--- src/rtl/uart_receive.sv ---
// UART receiver: 2-flop synchroniser, mid-bit sampling, LSB-first deserialise onto a valid/ready port.
// rx_valid rises 3+CLKS_PER_BIT/2 clk after the stop-bit edge; a word arriving while rx_valid is unconsumed is dropped with an overrun pulse.
module uart_receive #(
  parameter int D_WIDTH      = 4,
  parameter int CLKS_PER_BIT = 1
) (
  input  logic               clk,
  input  logic               rst_n,
  input  logic               rx,
  output logic [D_WIDTH-1:0] rx_data,
  output logic               rx_valid,
  input  logic               rx_ready,
  output logic               rx_busy,
  output logic               frame_err,
  output logic               overrun
);

  localparam int CW   = $clog2(CLKS_PER_BIT + 1);
  localparam int IW   = $clog2(D_WIDTH + 1);
  localparam int HALF = CLKS_PER_BIT / 2;
  localparam logic [CW-1:0] CNT_LAST = CW'(CLKS_PER_BIT - 1);
  localparam logic [CW-1:0] CNT_HALF = CW'((HALF > 0) ? (HALF - 1) : 0);
  localparam logic [IW-1:0] IDX_LAST = IW'(D_WIDTH - 1);

  typedef enum logic [1:0] {IDLE, START, DATA, STOP} state_t;

  state_t             state;
  logic               rx_meta;
  logic               rxs;
  logic               armed;
  logic [CW-1:0]      cnt;
  logic [IW-1:0]      idx;
  logic [D_WIDTH-1:0] shreg;
  logic [D_WIDTH:0]   shift_in;

  assign shift_in = {rxs, shreg};

  always_ff @(posedge clk or negedge rst_n) begin
    if (!rst_n) begin
      rx_meta <= 1'b1;
      rxs     <= 1'b1;
    end else begin
      rx_meta <= rx;
      rxs     <= rx_meta;
    end
  end

  always_ff @(posedge clk or negedge rst_n) begin
    if (!rst_n) begin
      state     <= IDLE;
      armed     <= 1'b1;
      cnt       <= '0;
      idx       <= '0;
      shreg     <= '0;
      rx_data   <= '0;
      rx_valid  <= 1'b0;
      rx_busy   <= 1'b0;
      frame_err <= 1'b0;
      overrun   <= 1'b0;
    end else begin
      frame_err <= 1'b0;
      overrun   <= 1'b0;
      if (rx_valid && rx_ready) rx_valid <= 1'b0;
      case (state)
        IDLE: begin
          if (rxs) begin
            armed <= 1'b1;
          end else if (armed) begin
            cnt     <= '0;
            idx     <= '0;
            rx_busy <= 1'b1;
            // With one-clock bits the detecting sample already is the mid-start sample.
            state   <= (HALF == 0) ? DATA : START;
          end
        end
        START: begin
          if (cnt == CNT_HALF) begin
            cnt <= '0;
            idx <= '0;
            if (rxs) begin
              state   <= IDLE;
              rx_busy <= 1'b0;
            end else begin
              state <= DATA;
            end
          end else begin
            cnt <= cnt + 1'b1;
          end
        end
        DATA: begin
          if (cnt == CNT_LAST) begin
            shreg <= shift_in[D_WIDTH:1];
            cnt   <= '0;
            idx   <= idx + 1'b1;
            if (idx == IDX_LAST) state <= STOP;
          end else begin
            cnt <= cnt + 1'b1;
          end
        end
        STOP: begin
          if (cnt == CNT_LAST) begin
            state   <= IDLE;
            rx_busy <= 1'b0;
            cnt     <= '0;
            if (!rxs) begin
              frame_err <= 1'b1;
              armed     <= 1'b0;
            end else if (!rx_valid || rx_ready) begin
              rx_data  <= shreg;
              rx_valid <= 1'b1;
            end else begin
              overrun <= 1'b1;
            end
          end else begin
            cnt <= cnt + 1'b1;
          end
        end
        default: begin
          state   <= IDLE;
          rx_busy <= 1'b0;
        end
      endcase
    end
  end

endmodule

--- config.mk ---
export PLATFORM = sky130hd
export DESIGN_NAME = uart_receive
export DESIGN_NICKNAME = d
export VERILOG_FILES = /design/src/rtl/uart_receive.sv
export SDC_FILE = /design/constraint.sdc
export NUM_CORES = 1
export LEC_CHECK = 0
export CORE_MARGIN = 4
export CORE_UTILIZATION = 58
export CTS_BUF_LIST = sky130_fd_sc_hd__clkbuf_8
export DETAILED_ROUTE_END_ITERATION = 10
export PLACE_DENSITY = 0.84
export SLEW_MARGIN = 5
export SYNTH_ARGS = -nofsm -noshare
export SYNTH_HDL_FRONTEND = slang
export SYNTH_SLANG_ARGS = --single-unit
--- constraint.sdc ---
create_clock -name clk -period 2.5 [get_ports clk]
set_input_delay 0.5 -clock clk [delete_from_list [all_inputs] [get_ports clk]]
set_output_delay 0.5 -clock clk [all_outputs]
set_load 0.02 [all_outputs]
==> After elaboration in Yosys (flattened, before gate mapping) <==
Index checks and enable logic that the tools add are counted.
{ "word_totals": {"in_bits": 4, "reg_bits": 21} }
{ "classes": {"muxes": 39, "n_reduce_logical": 15, "addsub": 2, "bitwise_logic": 1, "n_eq_ne": 13} }
{ "ops": {"columns": ["op", "n"], "rows": [
  ["$mux W1", 23],
  ["$ne A2 B2 Y1 const B", 9],
  ["$mux W2", 7],
  ["$mux W3", 4],
  ["$reduce_and A6 Y1", 2],
  ["$pmux W3 S3", 1],
  ["$pmux W2 S4", 1],
  ["$reduce_and A4 Y1", 2],
  ["$reduce_bool A3 Y1", 2],
  ["$reduce_and A5 Y1", 1],
  ["$eq A2 B2 Y1 const B", 2],
  ["$pmux W1 S2", 2],
  ["$reduce_and A2 Y1", 2],
  ["$add A3 B1 Y3 const B", 1],
  ["$eq A3 B2 Y1 const B", 1],
  ["$pmux W1 S3", 1],
  ["$reduce_or A3 Y1", 1],
  ["$eq A2 B1 Y1 const B", 1],
  ["$logic_not A2 Y1", 1],
  ["$reduce_bool A2 Y1", 1],
  ["$add A1 B1 Y1 const B", 1],
  ["$logic_and A1 B1 Y1", 1],
  ["$logic_not A1 Y1", 1],
  ["$logic_or A1 B1 Y1", 1],
  ["$not A1 Y1", 1]
]} }

==> Longest topological paths before layout <==
{ "logic_depth": {"ltp_word": 6, "mapped_depth": 4, "depth_no_buf": 4} }

==> Least setup slack after synthesis <==
OpenSTA, ideal clock, no wires.
{ "synth_timing": {"path_type": "reg2reg", "start": "reg rxs", "end": "reg rx_data[0]", "path_stages_with_launch": 4, "arrival_ps": 1157, "setup_time_ps": 125, "setup_slack_ps": 1218, "cell_sequence": "dfstp_2 -> nand3_2 -> nor2b_4 -> mux2_2"} }
{ "synth_between": {"elab_chain_cells": 1} }
{ "synth_lines": {"columns": ["item", "line_no", "source"], "rows": [
  ["from (decl)", "29", "logic rxs;"],
  ["from (signal assigned)", "44", "rxs <= rx_meta;"],
  ["$reduce_and A4 Y1 (no line)", null, null],
  ["to (signal assigned)", "109", "rx_data <= shreg;"],
  ["to (decl)", "10", "output logic [D_WIDTH-1:0] rx_data,"]
]} }
Every way passes these cells.
A chain may end at the register's enable or synchronous reset.

==> Worst setup path in the final report <==
{ "layout_timing": {"start": "reg rx_busy", "end": "out rx_busy"} }
{ "layout_rtl": {"columns": ["item", "line_no", "source"], "rows": [
  ["from (decl)", "13", "output logic rx_busy,"],
  ["from (signal assigned)", "57", "rx_busy <= 1'b0;"],
  ["from (signal assigned)", "71", "rx_busy <= 1'b1;"],
  ["from (signal assigned)", "82", "rx_busy <= 1'b0;"]
]} }
No word-level cell between the ends.

==> results.yml <==
run_status:
  run_status: "completed"
route:
  initialDrtViolationCount: 8
  firstDrtPassIters: 2
  drt-wirelength-per-cell_um: 14.1
  remaining_number_of_nets_flagged_by_the_antenna_check_after_routing: 0
  drcViolationCount: 0
  dr_total_vias: 506
  route.detailed.vias_per_inst: 5.56
  routed_wirelength_um: 1280
clock_network:
  clk_latency_ns: 0.25
  htree_num_levels: 1
  clockBufferDepth: 2
  cts_resized: 0
  root_buffer: "clkbuf_8"
  numCtsBuffers: 3
  clock_sink_count: 20
  cts.reportedPaths.clkPinSlew_ns: 0.07
  cts_tree: "yes"
  cts_setup_buffers: 0
  cts-hold-fix-buffers: 0
place:
  port_buffers: 11
  placed_cells: 87
  dpl_worst_slack_ns: 0.739
  globalplace.congestion: 0.691
  half_perimeter_wire_length_after_placement_um: 851
  placement.cell_area_um2: 945
yosys:
  count_of_flip_flops_with_a_built_in_enable_after_synthesis: 0
  asyncSetResetFlopFracSynth_pct: 100
  number_of_distinct_library_cells_after_synthesis: 21
  ys_seq_elements: 20
  post_synth_main_area_contributors: "dfrtp_1 (52%), dfstp_2 (9.6%), mux2_2 (9.6%), a22o_1 (3.2%), ha_1 (3.1%)"
  count_of_mapped_cells_out_of_synthesis: 62
  syn_area_per_cell_um2: 13.2
  library_cell_with_the_largest_summed_area_after_synthesis: "dfrtp_1"
  yosys_most_used_dff: "dfrtp_1"
  synthesis.nets: 68
  netlist.area_leader.share_pct: 52.0
  ys.warnings.count: 0
  mappedNetlistArea_um2: 818
  ys_seq_area_share_pct: 61.6
timing:
  max_slew.worst_pin.slew_ns: 0.425
  maxClockFrequency_mhz: 575
  layout_worst_path_cycle_share_pct: 69.6
  finish_stage_setup_viols: 0
  tns_ns: 0
  setup_repair_after_global_routing_missed_its_margin: "no"
  maxSlewHeadroom_pct: 71.7
  final_max_slew_viol_count: 0
  number_of_failing_hold_endpoints_at_the_final_stage: 0
  final.setup.worst_slack_ns: 0.760
  clock-skew-final_ns: 0.000546
  timing.final.crit_period_ns: 1.74
global_route:
  grt_overflow_total: 0
  maximum_number_of_pins_on_one_net_before_global_route_repair: 21
  antenna_found_initial: 0
  first_global_vias: 532
  grt_pass1_wl_um: 2350
  grt_usage_pct: 16.9
power_and_ir_drop:
  vdd.ir_drop.worst_v: 0.000750
  seq_power_share_pct: 44.9
  share_comb_of_total_power_pct: 36.5
  clkPwrFrac_pct: 18.5
  cellLeakagePower_nw: 0.452
  p_int_mw: 0.866
  power_switching_share_pct: 32.8
  pwr_density_cell_nw_per_um2: 1290
  net-switching-power_mw: 0.422
setup_path:
  critPathLaunchType: "flip-flop"
  worst-endpoint-required_ns: 2.00
  timing.critical_path.slowest_stage_cell: "clkdlybuf4s50_1"
  critPathTopFamily: "buffers and inverters"
  worst-endpoint-arrival_ns: 1.24
  critical_path_class: "flip-flop to output port"
  crit_buf_inv: 1
  crit_path_max_fanout: 3
  critical_path.cell_chain: "clkdlybuf4s50_1"
  timing.critical_path.to_type: "output port"
  timing.critical_path.slowest_cell_delay_ns: 0.61
finish:
  mostFrequentLayoutCell: "dfrtp_1"
  post_route_cells_drive_above_1_share_pct: 25.0
  layout-area-overhead-vs-synth_pct: 22.2
  layout_common_cells: "dfrtp_1 (17), clkdlybuf4s50_1 (11), mux2_2 (7)"
  n_antenna_cell: 0
  post-route-cell-area_um2: 1000
  finalNetCount: 83
  fin_cells: 91
run:
  max_cap_viol_count: 0
floorplan:
  die_h_um: 45.6
  die_wd_um: 45.6
  initial_utilization_pct: 62.1
  ios: 12
  die-area_um2: 2080
  placementRows: 13
  core_region_area_um2: 1320
worst_hold_path:
  worstHoldPathType: "flip-flop to flip-flop"
stage by stage:
| stage | hold slack, ns | util [%] | power, mW |
|---|---|---|---|
| 2_1_floorplan | 0.204 | - | 0.884 |
| 3_5_place_dp | 0.352 | 71.7 | 1.05 |
| 4_1_cts | 0.362 | 75.9 | 1.30 |
| 6_report | 0.363 | 75.9 | 1.29 |
| 3_3_place_gp | 0.346 | 71.7 | 1.03 |
| 5_1_grt | 0.374 | 75.9 | 1.39 |
power by group through the flow:
stage	Clock [mW]	Sequential (mW)	Combinational (mW)
3_3_place_gp	0	0.575	0.453
2_1_floorplan	0	0.587	0.297
3_5_place_dp	0	0.580	0.471
4_1_cts	0.245	0.577	0.480
6_report	0.239	0.579	0.471
5_1_grt	0.261	0.598	0.532
path summary, 6_finish.rpt:
| path | from | to | slack [ns] | cells past startpoint |
|---|---|---|---|---|
| max | rx_busy | rx_busy | 0.76 | 1 |
| min | rx_meta | rxs | 0.36 | 0 |
| max reg2reg | state[1] | rx_data[3] | 1.06 | 3 |
| min reg2reg | rx_meta | rxs | 0.36 | 0 |
| max in group asynchronous | rst_n | rx_meta | 1.67 | 2 |
| min in group asynchronous | rst_n | rx_busy | 0.57 | 2 |
cell type report:
class | instances | area, µm²
clock buffers | 4 | 55.1
fillers | 82 | 318
inverters | 4 | 15.0
multi-input cells | 36 | 289
flip-flops and latches | 20 | 504
well taps | 15 | 18.8
repair buffers | 12 | 118
logic make-up (layout without fill, tap and decap cells):
kind of cell | after synthesis | count (layout) | synth area share [%]
flip-flops | 20 | 20 | 61.6
AND/OR/NAND/NOR | 13 | 13 | 9.79
AO/OA/AOI/OAI | 12 | 12 | 10.4
multiplexers | 8 | 8 | 11.0
buffers and inverters | 6 | 20 | 3.06
adder cells (fa/ha/maj) | 2 | 2 | 3.06
XOR/XNOR | 1 | 1 | 1.07
per-layer routing:
metal | share of wire [%] | global-route usage, % | routed length [µm] | up-vias
li1 | - | - | - | 242
met1 | 46 | 22.0 | 596 | 248
met2 | 45 | 22.6 | 579 | 11
met3 | 5.2 | 5.93 | 67 | 5
met4 | 3.1 | 13.5 | 40 | 0
met5 | 0 | 0 | 0 | -
Yosys cell counts, types with 2 or more instances:
master,count
dfrtp_1,17
mux2_2,7
inv_1,4
nand2_1,4
nor2_1,4
o21ai_0,4
a22o_1,3
dfstp_2,3
a21oi_1,2
buf_2,2
ha_1,2
registers in the layout, summed over array words and instances (netlist names):
name,cells
rx_valid,1
shreg,4
state,2
rx_meta,1
idx,3
rxs,1
rx_busy,1
frame_err,1
armed,1
rx_data,4
overrun,1
Note: power is estimated with default switching activity, not from simulation.
